### src/rtl/uriscv_mul_div.sv
// RV32M multiply/divide unit: single-cycle-issue multiply, 32-step restoring divider.
// Define URISCV_MUL_2STAGE_EN to add a register stage after the multiplier.
module uriscv_mul_div (
   input  logic        clk_i,
   input  logic        rst_i,
   input  logic        valid_i,
   input  logic        inst_mul_i,
   input  logic        inst_mulh_i,
   input  logic        inst_mulhsu_i,
   input  logic        inst_mulhu_i,
   input  logic        inst_div_i,
   input  logic        inst_divu_i,
   input  logic        inst_rem_i,
   input  logic        inst_remu_i,
   input  logic [31:0] operand_ra_i,
   input  logic [31:0] operand_rb_i,
   output logic        stall_o,
   output logic        ready_o,
   output logic [31:0] result_o
);

   typedef enum logic [2:0] {
      OP_MUL, OP_MULH, OP_MULHSU, OP_MULHU, OP_DIV, OP_DIVU, OP_REM, OP_REMU
   } op_e;

   op_e                op_sel;
   logic               any_op;
   logic               accept;
   logic               signed_div;
   logic signed [32:0] mul_a;
   logic signed [32:0] mul_b;
   logic signed [65:0] product;
   logic [31:0]        mul_result;
   logic [31:0]        abs_a;
   logic [31:0]        abs_b;

   logic               div_busy;
   logic [4:0]         div_count;
   logic [31:0]        div_quot;
   logic [31:0]        div_rem;
   logic [31:0]        div_divisor;
   logic               div_is_rem;
   logic               div_neg_q;
   logic               div_neg_r;
   logic [32:0]        rem_shift;
   logic [32:0]        diff;
   logic               q_bit;
   logic [31:0]        rem_next;
   logic [31:0]        quot_next;
   logic [31:0]        div_result;

`ifdef URISCV_MUL_2STAGE_EN
   logic               mul_pend;
   logic [31:0]        mul_res_q;
`endif

   // NOTE: every always_comb output gets a default first so no path leaves it unassigned (no latch).
   always_comb begin
      op_sel = OP_MUL;
      any_op = 1'b1;
      if (inst_mul_i)         op_sel = OP_MUL;
      else if (inst_mulh_i)   op_sel = OP_MULH;
      else if (inst_mulhsu_i) op_sel = OP_MULHSU;
      else if (inst_mulhu_i)  op_sel = OP_MULHU;
      else if (inst_div_i)    op_sel = OP_DIV;
      else if (inst_divu_i)   op_sel = OP_DIVU;
      else if (inst_rem_i)    op_sel = OP_REM;
      else if (inst_remu_i)   op_sel = OP_REMU;
      else                    any_op = 1'b0;
   end

   assign accept = valid_i & any_op & ~stall_o;

   // 33x33 signed product covers all four signedness combinations.
   assign mul_a      = {((op_sel == OP_MULH) || (op_sel == OP_MULHSU)) & operand_ra_i[31], operand_ra_i};
   assign mul_b      = {(op_sel == OP_MULH) & operand_rb_i[31], operand_rb_i};
   assign product    = mul_a * mul_b;
   assign mul_result = (op_sel == OP_MUL) ? product[31:0] : product[63:32];

   assign signed_div = (op_sel == OP_DIV) || (op_sel == OP_REM);
   assign abs_a      = (signed_div && operand_ra_i[31]) ? -operand_ra_i : operand_ra_i;
   assign abs_b      = (signed_div && operand_rb_i[31]) ? -operand_rb_i : operand_rb_i;

   // One restoring step; a zero divisor naturally yields all-ones quotient and remainder = dividend.
   assign rem_shift  = {div_rem, div_quot[31]};
   assign diff       = rem_shift - {1'b0, div_divisor};
   assign q_bit      = ~diff[32];
   assign rem_next   = q_bit ? diff[31:0] : rem_shift[31:0];
   assign quot_next  = {div_quot[30:0], q_bit};
   assign div_result = div_is_rem ? (div_neg_r ? -rem_next : rem_next)
                                  : (div_neg_q ? -quot_next : quot_next);

   always_ff @(posedge clk_i) begin
      if (rst_i) begin
         stall_o     <= 1'b0;
         ready_o     <= 1'b0;
         result_o    <= '0;
         div_busy    <= 1'b0;
         div_count   <= '0;
         div_quot    <= '0;
         div_rem     <= '0;
         div_divisor <= '0;
         div_is_rem  <= 1'b0;
         div_neg_q   <= 1'b0;
         div_neg_r   <= 1'b0;
`ifdef URISCV_MUL_2STAGE_EN
         mul_pend    <= 1'b0;
         mul_res_q   <= '0;
`endif
      end else begin
         ready_o <= 1'b0;
`ifdef URISCV_MUL_2STAGE_EN
         if (mul_pend) begin
            result_o <= mul_res_q;
            ready_o  <= 1'b1;
            stall_o  <= 1'b0;
            mul_pend <= 1'b0;
         end
`endif
         if (div_busy) begin
            div_quot  <= quot_next;
            div_rem   <= rem_next;
            div_count <= div_count + 5'd1;
            if (div_count == 5'd31) begin
               div_busy <= 1'b0;
               stall_o  <= 1'b0;
               ready_o  <= 1'b1;
               result_o <= div_result;
            end
         end else if (accept) begin
            if (op_sel[2]) begin
               div_busy    <= 1'b1;
               stall_o     <= 1'b1;
               div_count   <= '0;
               div_quot    <= abs_a;
               div_rem     <= '0;
               div_divisor <= abs_b;
               div_is_rem  <= (op_sel == OP_REM) || (op_sel == OP_REMU);
               div_neg_q   <= signed_div && (operand_ra_i[31] ^ operand_rb_i[31]) && (operand_rb_i != '0);
               div_neg_r   <= signed_div && operand_ra_i[31];
            end else begin
`ifdef URISCV_MUL_2STAGE_EN
               mul_res_q <= mul_result;
               mul_pend  <= 1'b1;
               stall_o   <= 1'b1;
`else
               result_o  <= mul_result;
               ready_o   <= 1'b1;
`endif
            end
         end
      end
   end

endmodule

### config.mk
export PLATFORM = sky130hd
export DESIGN_NAME = uriscv_mul_div
export DESIGN_NICKNAME = d
export VERILOG_FILES = /design/src/rtl/uriscv_mul_div.sv
export SDC_FILE = /design/constraint.sdc
export NUM_CORES = 2
export LEC_CHECK = 0
export CAP_MARGIN = 20
export CELL_PAD_IN_SITES_DETAIL_PLACEMENT = 1
export CELL_PAD_IN_SITES_GLOBAL_PLACEMENT = 2
export CORE_MARGIN = 1
export CORE_UTILIZATION = 32
export CTS_CLUSTER_SIZE = 16
export DETAILED_ROUTE_END_ITERATION = 10
export GPL_TIMING_DRIVEN = 0
export HOLD_SLACK_MARGIN = 0.1
export PLACE_DENSITY_LB_ADDON = 0.1
export SLEW_MARGIN = 40
export SYNTH_ARGS = -nofsm -noshare
export SYNTH_HDL_FRONTEND = slang
export SYNTH_SLANG_ARGS = --single-unit
### constraint.sdc
create_clock -name clk_i -period 31.2 [get_ports clk_i]
set_clock_uncertainty 0.05 [all_clocks]
set_input_delay 4.68 -clock clk_i [delete_from_list [all_inputs] [get_ports clk_i]]
set_output_delay 4.68 -clock clk_i [all_outputs]
set_load 0.005 [all_outputs]
==> results.md <==
* Status: complete, no violations
* Slowest-stage cell, CP: fa_1
* Largest net degree at the start of global routing at 25
* Io pins at ~110
* Max Cap Viol at 0
* Global-route wire length before repair at 344 mm
* Final setup fails at 0
* Most used DFF post-synth: dfxtp_1
* Via count at 41.9k
* Hold Path Depth at 2
* EDFF count, synth at 0
* Netlist Area Pre-Place at 49100 um^2
* Initial DRC count at 3385
* # DRC at 0
* Yosys reg bits at 139
* WP data required at roughly 32 ns
* CP Capture Type: flip-flop
* R2r endpoint: result_o[28]
* Post-DP HPWL at 204 mm
* Vias in the first global route at between 40k and 50k
* Synthesis-to-finish area growth at 8.84%
* Nets at between 7k and 8k
* Share of cells above drive strength 1 at just under 5%
* Warnings, synthesis at 0
* Post-cts resize count at 0
* Total core area at 152000 um^2
* Commonest cells after routing, fill and taps aside: inv_1 (1227), fa_1 (1125), nand2_1 (919)
* Worst Path Max Fanout at 11
* Most common cell after layout, fill and taps aside: inv_1
* Area occupied by multi-input gates at between 40000 and 50000 um^2
* Initial Util at ~32%
* Worst-path clk slew at about 0.070 ns
* Routed Antenna Nets at 0
* Die Wd at between 300 and 400 um
* Htree depth at 4
* Drt wl/cell at 30.5 um
* Worst stage delay on the critical path at 0.95 ns
* CTS hold repair buffers at 0
* Min-delay src: div_divisor[31]
* Fillers at 18.0k
* Latest clock arrival within the worst-skew pair at roughly 0.47 ns
* Top cell type's share of synthesized area at a little under half
* Sequential-to-total area share from yosys stat at 5.66%
* Worst-case clock buffer depth at 2
* Core Rows at roughly 140
* Avg Synthesized Cell Area at ~8.5 um^2
* Setup TNS at 0 ns
* Die H at around 400 um
* CP dominant cell by count: fa_1
* Cell count after synthesis at 5758
* Worst EP arrival at around 16 ns
* Async set-reset flop share out of synthesis at 0%
* Post-CTS Setup Inserts at 0
* Dpl ws at 15.18 ns
* Clk root buf: clkbuf_16
* Setup Crit Path Kind: primary input to flip-flop
* R2R Setup Slk at 22.97 ns
* Post-synth cell types at 94
* Die ar. at 155000 um^2
* Vias per inst at 5.29
* Net Count, Synth at roughly 7.2k
* Final hold vios at 0
* FF-to-FF Start: div_quot[31]
* Fmax at around 65 MHz
* Overall routing resource usage at a little under a third
* RSZ-0062 raised after global routing: false
* Sink of the worst hold path: div_divisor[31]
* Clock sink total at between 100 and 150
* Routability Congestion at 0.919
* Routed WL at ~240 mm
* Inserted Clock Buffers at 17
* Period utilization at 49.6%
* Relative slew slack at a little over a third
* Critical path startpoint category: primary input
* DRT Pass-1 Iters at 7
* Grt ovf at 0
* Post-synth top area cell: fa_1
* Synth area leaders: fa_1 (46%), inv_1 (9.4%), nand2_1 (7.0%)
* Worst r2r path cells at 25
* Port Buffer Count at 59
* Worst-Margin Slew at 0.956 ns
* CTS tree: yes
* Final setup margin at 15.72 ns
* Fin. max-slew vios at 0
* FF+latch area at 2780 um^2
* HP Class: flip-flop to flip-flop
* Final Critical Period at about 15 ns
* Initial antenna violation count at between 40 and 50
metal layers:
metal | track usage, % | vias to the layer above | wire length (um)
li1 | - | 17703 | -
met1 | 43.7 | 22578 | 107000
met2 | 50.7 | 1359 | 111000
met3 | 2.98 | 252 | 13400
met4 | 11.3 | 4 | 9880
met5 | 0 | - | 32
flip-flops by register name, indices dropped and copies added (netlist names):
| signal | cells |
|---|---|
| div_busy | 1 |
| ready_o | 1 |
| div_divisor | 32 |
| div_neg_r | 1 |
| stall_o | 1 |
| div_neg_q | 1 |
| div_is_rem | 1 |
| div_count | 5 |
| result_o | 32 |
| div_quot | 32 |
| div_rem | 32 |
metrics by stage:
step                area [um^2]  utilization, %  std cells  hold slack (ns)
floorplan                 49100               -       5758            0.382
global placement          52300            34.3       7847            0.396
detailed placement        52800            34.7       7857            0.408
CTS                       53400            35.0       7889            0.418
global route              53400            35.1       7896            0.440
finish                    53500            35.1       7924            0.421
synthesized netlist by cell type (all sizes together) (36+ instances only):
cell type and instances:
fa 1126, clkbuf 306, o21ai 131, inv 1228, nor3 36, nand3 38, dfxtp 139, nand2 919
nor2 257, ha 251, a21o 62, and2 319, xor2 79, xnor2 119, a211oi 56, a22oi 36
buf 55, a21oi 145
cells by family after synthesis:
kind of cell | synth area share (%)
buf+inv | 12.2
flops | 5.66
compound gates | 9.44
mux | 0.560
xor+xnor | 3.53
fa+ha+maj | 52.3
simple gates | 16.4
cell type report:
| type | instances | area share, % |
|---|---|---|
| timing repair buffer | 72 | 1.62 |
| clock inverter | 13 | 0.248 |
| inverter | 1229 | 8.63 |
| sequential | 139 | 5.20 |
| buffer | 361 | 3.01 |
| clock buffer | 19 | 0.847 |
| multi-input combinational | 4029 | 75.5 |
| tap | 2030 | 4.75 |
| antenna | 32 | 0.150 |
worst max-delay path, delay by kind of cell:
kind	cells	cell delay, ns
fa+ha+maj	9	5.24
buf+inv	7	2.20
simple gates	6	1.26
xor+xnor	1	0.23
compound gates	10	2.13
worst max path at each step:
stage                  startpoint  slack (ns)           end
global placement       inst_mul_i       14.58  result_o[30]
detailed placement     inst_mul_i       15.18  result_o[30]
floorplan           inst_mulhsu_i       18.01  result_o[30]
finish                 inst_mul_i       15.72  result_o[30]
global route           inst_mul_i       15.22  result_o[30]
CTS                    inst_mul_i       15.62  result_o[30]
Power is not shown: default switching activity piles up to over one toggle a cycle in this logic, so the estimate is an artifact.
